===== config.mk =====
export PLATFORM = sky130hd
export DESIGN_NAME = mem_port_arbiter
export DESIGN_NICKNAME = d
export VERILOG_FILES = /design/src/rtl/mem_port_arbiter.sv
export SDC_FILE = /design/constraint.sdc
export NUM_CORES = 1
export LEC_CHECK = 0
export BUFFER_PORTS_ARGS = -buffer_cell sky130_fd_sc_hd__buf_2
export CAP_MARGIN = 20
export CELL_PAD_IN_SITES_DETAIL_PLACEMENT = 1
export CELL_PAD_IN_SITES_GLOBAL_PLACEMENT = 1
export CORE_MARGIN = 8
export CORE_UTILIZATION = 38
export CTS_BUF_LIST = sky130_fd_sc_hd__clkbuf_16
export CTS_CLUSTER_DIAMETER = 200
export DETAILED_ROUTE_END_ITERATION = 8
export PLACE_DENSITY = 0.83
export SLEW_MARGIN = 40
export SYNTH_ARGS = -nofsm -noshare
export SYNTH_HDL_FRONTEND = slang
export SYNTH_SLANG_ARGS = --single-unit

===== constraint.sdc =====
create_clock -name clk -period 3.13 [get_ports clk]
set_input_delay 0.1565 -clock clk [delete_from_list [all_inputs] [get_ports clk]]
set_output_delay 0.1565 -clock clk [all_outputs]
set_load 0.02 [all_outputs]

===== src/rtl/mem_port_arbiter.sv =====
// Purpose : shares one single-ported memory between instruction fetch and the data stage.
//           Data has fixed priority, and a streak limit forces a waiting fetch through.
// Latency : a request seen in IDLE raises mem_req the next cycle. The ready pulse comes one
//           cycle after mem_ready, so the minimum is 2 cycles and the best rate is 1 access per 3 cycles.
// Backpr. : each requester holds req until its one-cycle ready pulse. mem_req is held until
//           mem_ready. if_stall tells the pipeline that the fetch has not completed yet.
//
// Ports:
//   clk, rst                       clock, synchronous active-high reset
//   if_req/if_addr                 fetch request in; if_ready/if_rdata completion out; if_stall
//   d_req/d_we/d_addr/d_wdata      data request in; d_ready/d_rdata completion out
//   mem_req/mem_we/mem_addr/mem_wdata  memory request out; mem_ready/mem_rdata in
//   busy                           a transaction is in flight (state is not IDLE)
module mem_port_arbiter #(
    parameter int ADDR_W     = 16,
    parameter int DATA_W     = 16,
    parameter int MAX_STREAK = 3
) (
    input  logic              clk,
    input  logic              rst,
    input  logic              if_req,
    input  logic [ADDR_W-1:0] if_addr,
    output logic              if_ready,
    output logic [DATA_W-1:0] if_rdata,
    output logic              if_stall,
    input  logic              d_req,
    input  logic              d_we,
    input  logic [ADDR_W-1:0] d_addr,
    input  logic [DATA_W-1:0] d_wdata,
    output logic              d_ready,
    output logic [DATA_W-1:0] d_rdata,
    output logic              mem_req,
    output logic              mem_we,
    output logic [ADDR_W-1:0] mem_addr,
    output logic [DATA_W-1:0] mem_wdata,
    input  logic              mem_ready,
    input  logic [DATA_W-1:0] mem_rdata,
    output logic              busy
);

    typedef enum logic [1:0] {
        S_IDLE = 2'd0,
        S_BUSY = 2'd1,
        S_RESP = 2'd2
    } state_t;

    typedef enum logic {
        OWN_DATA  = 1'b0,
        OWN_FETCH = 1'b1
    } owner_t;

    localparam logic [3:0] STREAK_MAX = 4'(MAX_STREAK);

    state_t            state_q, state_d;
    owner_t            owner_q, owner_d;
    logic [3:0]        streak_q, streak_d;
    logic              mem_req_d, mem_we_d;
    logic [ADDR_W-1:0] mem_addr_d;
    logic [DATA_W-1:0] mem_wdata_d;
    logic [DATA_W-1:0] if_rdata_d, d_rdata_d;
    logic              if_ready_d, d_ready_d, busy_d;
    logic              fetch_forced;

    // A pending fetch that has already waited out MAX_STREAK data grants wins the next slot.
    assign fetch_forced = if_req && (streak_q == STREAK_MAX);

    // Fetch stalls until its own response cycle.
    assign if_stall = if_req && !((state_q == S_RESP) && (owner_q == OWN_FETCH));

    always_comb begin
        state_d     = state_q;
        owner_d     = owner_q;
        streak_d    = streak_q;
        mem_req_d   = mem_req;
        mem_we_d    = mem_we;
        mem_addr_d  = mem_addr;
        mem_wdata_d = mem_wdata;
        if_rdata_d  = if_rdata;
        d_rdata_d   = d_rdata;
        if_ready_d  = 1'b0;
        d_ready_d   = 1'b0;

        case (state_q)
            S_IDLE: begin
                if (d_req && !fetch_forced) begin
                    state_d     = S_BUSY;
                    owner_d     = OWN_DATA;
                    mem_req_d   = 1'b1;
                    mem_we_d    = d_we;
                    mem_addr_d  = d_addr;
                    mem_wdata_d = d_wdata;
                    // The streak only counts data grants that overtook a waiting fetch.
                    if (if_req) begin
                        streak_d = (streak_q == STREAK_MAX) ? STREAK_MAX : streak_q + 4'd1;
                    end else begin
                        streak_d = 4'd0;
                    end
                end else if (if_req) begin
                    state_d    = S_BUSY;
                    owner_d    = OWN_FETCH;
                    mem_req_d  = 1'b1;
                    mem_we_d   = 1'b0;
                    mem_addr_d = if_addr;
                    streak_d   = 4'd0;
                end
            end
            S_BUSY: begin
                if (mem_ready) begin
                    state_d   = S_RESP;
                    mem_req_d = 1'b0;
                    if (!mem_we) begin
                        if (owner_q == OWN_FETCH) begin
                            if_rdata_d = mem_rdata;
                        end else begin
                            d_rdata_d = mem_rdata;
                        end
                    end
                    if_ready_d = (owner_q == OWN_FETCH);
                    d_ready_d  = (owner_q == OWN_DATA);
                end
            end
            S_RESP: begin
                state_d = S_IDLE;
            end
            default: begin
                state_d   = S_IDLE;
                mem_req_d = 1'b0;
            end
        endcase

        busy_d = (state_d != S_IDLE);
    end

    always_ff @(posedge clk) begin
        if (rst) begin
            state_q   <= S_IDLE;
            owner_q   <= OWN_DATA;
            streak_q  <= 4'd0;
            mem_req   <= 1'b0;
            mem_we    <= 1'b0;
            mem_addr  <= '0;
            mem_wdata <= '0;
            if_rdata  <= '0;
            d_rdata   <= '0;
            if_ready  <= 1'b0;
            d_ready   <= 1'b0;
            busy      <= 1'b0;
        end else begin
            state_q   <= state_d;
            owner_q   <= owner_d;
            streak_q  <= streak_d;
            mem_req   <= mem_req_d;
            mem_we    <= mem_we_d;
            mem_addr  <= mem_addr_d;
            mem_wdata <= mem_wdata_d;
            if_rdata  <= if_rdata_d;
            d_rdata   <= d_rdata_d;
            if_ready  <= if_ready_d;
            d_ready   <= d_ready_d;
            busy      <= busy_d;
        end
    end

endmodule


# Word level (Yosys, flattened, before mapping)
# Cells that the tools add are included.
[totals]
out_inout_bits = 70
wordCells = 55
input_bits = 70
ff_bits = 76
[classes]
n_eq_ne = 5
n_reduce_logical = 15
n_addsub = 1
n_mux = 17
bitwise_logic = 5
[op_table]
columns = ["op", "count"]
rows = [
  ["$mux 16", 2],
  ["$mux 4", 4],
  ["$reduce_and 4->1", 2],
  ["$mux 1", 6],
  ["$mux 2", 3],
  ["$not 1->1", 5],
  ["$add 4x1->4 const B", 1],
  ["$eq 4x2->1 const B", 1],
  ["$logic_and 1x1->1", 4],
  ["$pmux 2 s2", 1],
  ["$reduce_and 2->1", 2],
  ["$reduce_bool 2->1", 2],
  ["$ne 3x3->1 const B", 1],
  ["$pmux 1 s3", 1],
  ["$reduce_and 3->1", 1],
  ["$reduce_or 3->1", 1],
  ["$eq 2x1->1 const B", 1],
  ["$eq 2x2->1 const B", 1],
  ["$logic_not 1->1", 2],
  ["$logic_not 2->1", 1],
  ["$ne 2x2->1 const B", 1],
]

# Depth between registers and ports, before layout
[logic_depth]
ltp_word = 7
depth_mapped = 6
mapped_depth_nobuf = 4

# Worst setup path after synthesis
# OpenSTA, ideal clock, no wires.
[synth_timing]
path_type = "register to register"
from = "register streak_q[0]"
to = "register mem_addr[1]"
n_path_buf = 2
slack_ns = 1.397
t_required_ns = 2.996
t_arrival_ns = 1.599
path_stages_with_launch = 7
synth_period_minus_slack_ns = 1.733
setup_time_ns = 0.134
cell_sequence = "dfxtp_1 > ha_1 > or3b_1 > buf_6 > buf_8 > a2111oi_2 > nor4_1"
[synth_between]
elab_chain_cells = 6
elab_cells_between_ends = 7
cone_classes = "eq/ne: 1; mux: 1; reduce/logical: 5"
[synth_lines]
columns = ["item", "line_no", "text"]
rows = [
  ["start, declared", "56", "logic [3:0] streak_q, streak_d;"],
  ["start signal, assigned", "151", "streak_q <= streak_d;"],
  ["$eq 4x2->1 *", "65", "assign fetch_forced = if_req && (streak_q == STREAK_MAX);"],
  ["$logic_and 1x1->1 *", "65", ""],
  ["$logic_not 1->1 *", "85", "if (d_req && !fetch_forced) begin"],
  ["$logic_and 1x1->1 *", "85", ""],
  ["$reduce_bool 2->1 (no source line)", "--", ""],
  ["$reduce_and 2->1 (no source line)", "--", ""],
  ["end signal, assigned", "154", "mem_addr <= mem_addr_d;"],
  ["end, declared", "34", "output logic [ADDR_W-1:0] mem_addr,"],
]
# Mark *: on every way between the ends. The rest lies on a longest branch, timed or not.
# A chain may end at the register's enable or synchronous reset.

# Worst setup path after layout
[layout_timing]
from = "register streak_q[0]"
to = "register mem_addr[3]"
# The elaborated chain is that of the path after synthesis.

==> impl_metrics.py <==
metrics = {
    "synth": {
        "synth-edff-count": 0,
        "ys_ff_latch": 76,
        "async_flop_share_pct": 0,
        "ys_types": 37,
        "synthFlopType": "dfxtp_1",
        "synthMuxAreaShare_pct": 9.26,
        "synth_top_family_by_area": "simple AND/OR/NAND/NOR gates",
        "syn_nets": 427,
        "synth_compound_area_share_pct": 16.8,
        "synth_common_cells": "76 x dfxtp_1, 48 x nand2b_1, 39 x a21oi_1",
        "synth-xor-area-share_pct": 0,
        "synthCells": 356,
        "yosysTopAreaCell": "dfxtp_1",
        "synthSimpleGateAreaFrac_pct": 24.1,
        "syn_area_mm2": 0.00346,
        "synthAdderAreaFrac_pct": 0.362,
        "syn-mean-instance-area_um2": 9.72,
        "seq_area_frac_synth_pct": 44.0,
        "ys_top_cells_by_area": "dfxtp_1 44%, mux2i_1 9.3%, nand2b_1 8.7%",
        "synth_most_common_cell": "dfxtp_1",
        "synth.top_cell.area_share_pct": 44.0,
        "yosys_warnings": 0,
    },
    "floorplan": {
        "dieArea_mm2": 0.0124,
        "rows": 35,
        "core_area_mm2": 0.00902,
        "boundaryPins": 140,
        "initial_core_util_pct": 38.3,
        "die_h_um": 111,
        "fp.dieW_um": 111,
    },
    "run_status": {
        "run_status": "finished, final reports clean",
    },
    "finish": {
        "fillCellCount": 1074,
        "diodes": 0,
        "nets": 545,
        "multi_input_area_mm2": 0.00177,
        "regArea_mm2": 0.00152,
        "drive_gt1_share_pct": 36.1,
        "area_delta_synth_final_pct": 29.6,
        "stdcell_count": 590,
    },
    "clocking": {
        "clock-sinks": 76,
        "cts_made_buffers": 9,
        "clkLatencyLatePin_ns": 0.34,
        "cts-root-buf": "clkbuf_16",
        "clk_path_buf_depth": 2,
        "cts_max_level": 3,
        "holdBufCountCts": 0,
        "clk_pin_slew_ns": 0.07,
        "post_cts_buffers": 0,
        "cts_tree": "done",
        "cts-resized-gates": 0,
    },
    "power_and_ir_drop": {
        "switchingPower_mw": 0.728,
        "pwr-share-clk_pct": 42.2,
        "power_frac_comb_pct": 15.9,
        "swShare_pct": 28.7,
        "p_int_mw": 1.81,
        "pwr_density_cell_mw_per_mm2": 567,
        "power_frac_seq_pct": 41.9,
        "leakagePower_nw": 1.95,
        "ir_drop_mv": 0.266,
    },
    "global_route": {
        "grt_antenna_before_repair": 0,
        "grt_usage_pct": 17.5,
        "grt_pass1_wl_um": 18200,
        "grt_max_degree": 74,
        "grt_overflow_total": 0,
        "grt_pass1_vias": 3527,
    },
    "route": {
        "met3_wirelength_um": 809,
        "vias": 3209,
        "drc": 0,
        "dr.first_iter.drc_count": 136,
        "avgViaCountPerCell": 5.44,
        "wire_per_inst_um": 18.8,
        "dr_wl_met2_um": 5400,
        "top_layer_used": "met4",
        "ant_nets": 0,
        "drt-met1-wl_um": 4730,
        "wl_um": 11100,
        "drtPass1Iterations": 4,
    },
    "sta": {
        "setup_viol": 0,
        "finalCritPeriodShare_pct": 71.6,
        "max_slew_margin_pct": 49.5,
        "fin_skew_ns": 0.0109,
        "layout_min_cycle_time_ns": 2.24,
        "grt_setup_unrepaired": "no",
        "hold_viol_final": 0,
        "final_max_slew_viol_count": 0,
        "fmax_ghz": 0.446,
        "tightest_slew_ns": 0.757,
        "tns_ns": 0,
        "worst_slack_ns": 0.889,
    },
    "critical_path": {
        "critPathArrivalTime_ns": 2.42,
        "cp-end-kind": "flop",
        "crit_required_ns": 3.31,
        "worstSetupPathType": "flop to flop",
        "crit_fanout": 19,
        "crit_path_start_kind": "flop",
    },
    "placement": {
        "gp_congestion": 0.778,
        "dp.cells": 574,
        "io_buffers": 139,
        "dpl.hpwl_um": 7690,
        "dp_slack_ns": 0.967,
    },
    "job": {
        "drv_cap": 0,
    },
    "hold_path": {
        "hold_class": "primary input to flop",
    },
}
[cell families after synthesis]
| family | count (synthesis) |
|---|---|
| simple gates | 127 |
| compound gates | 81 |
| flops | 76 |
| buf+inv | 39 |
| mux | 32 |
| fa+ha+maj | 1 |
[flip-flops by register name, indices dropped and copies added, names as in the netlist, 2 cells and up]
name / flops
mem_addr: 16
if_rdata: 16
d_rdata: 16
state_q: 2
mem_wdata: 16
streak_q: 4
[metrics by stage]
stage	hold WS (ns)	utilization [%]	total power [mW]	cell area [µm²]
floorplan	0.304	-	1.33	3460
global placement	0.411	46.1	1.47	4160
detailed placement	0.418	46.2	1.49	4170
CTS	0.0585	49.6	2.57	4480
global route	0.0589	49.7	2.65	4480
finish	0.0645	49.7	2.54	4480
[cell type report]
type                       count  area share (%)
clock buffer                   9            5.02
clock inverter                 7            1.84
inverter                       2           0.167
multi-input combinational    241            39.5
sequential                    76            33.9
tap                          111            3.10
timing repair buffer         144            16.4
[path summary, 6_finish.rpt]
check,depth (start not counted),slack [ns],from,endpoint
worst max-delay path,4,0.89,streak_q[0],mem_addr[3]
worst min-delay path,3,0.06,d_wdata[11],mem_wdata[11]
worst max register to register,4,0.89,streak_q[0],mem_addr[3]
worst min register to register,2,0.47,d_rdata[11],d_rdata[11]
[cell usage in the layout, fill, tap and decap left out, types with 2 or more instances in the layout]
master / n
a211oi_1: 2
or3b_1: 2
or2_1: 2
nor2_1: 3
buf_4: 6
inv_6: 3
and2_1: 2
nand2_1: 2
nand2b_1: 48
and3b_1: 2
clkinvlp_4: 2
buf_2: 138
mux2i_1: 32
nand3_1: 19
nand4_1: 3
a31oi_1: 2
nor4b_1: 16
a2111oi_0: 9
a21oi_1: 39
or3_1: 2
o21ai_1: 20
nor4_1: 16
a2111oi_4: 5
a2111oi_2: 2
clkbuf_16: 9
dfxtp_1: 76
[critical path: stages (launching register included)]
cell and delay, ns:
dfxtp_1 0.39, ha_1 0.25, or3b_2 0.75, a2111oi_0 0.57
nor4_1 0.13
[power groups by stage]
stage,Sequential [mW],Combinational [mW],Clock (mW)
6_report,1.06,0.404,1.07
5_1_grt,1.07,0.439,1.15
4_1_cts,1.06,0.409,1.10
3_5_place_dp,1.08,0.406,0
3_3_place_gp,1.08,0.393,0
2_1_floorplan,1.14,0.193,0
[layer usage]
| layer | global-route usage [%] | vias up |
|---|---|---|
| li1 | - | 1546 |
| met1 | 20.6 | 1542 |
| met2 | 28.6 | 111 |
| met3 | 7.04 | 10 |
| met4 | 4.89 | 0 |
| met5 | 0 | - |
Power figures use the tool's default switching activity.
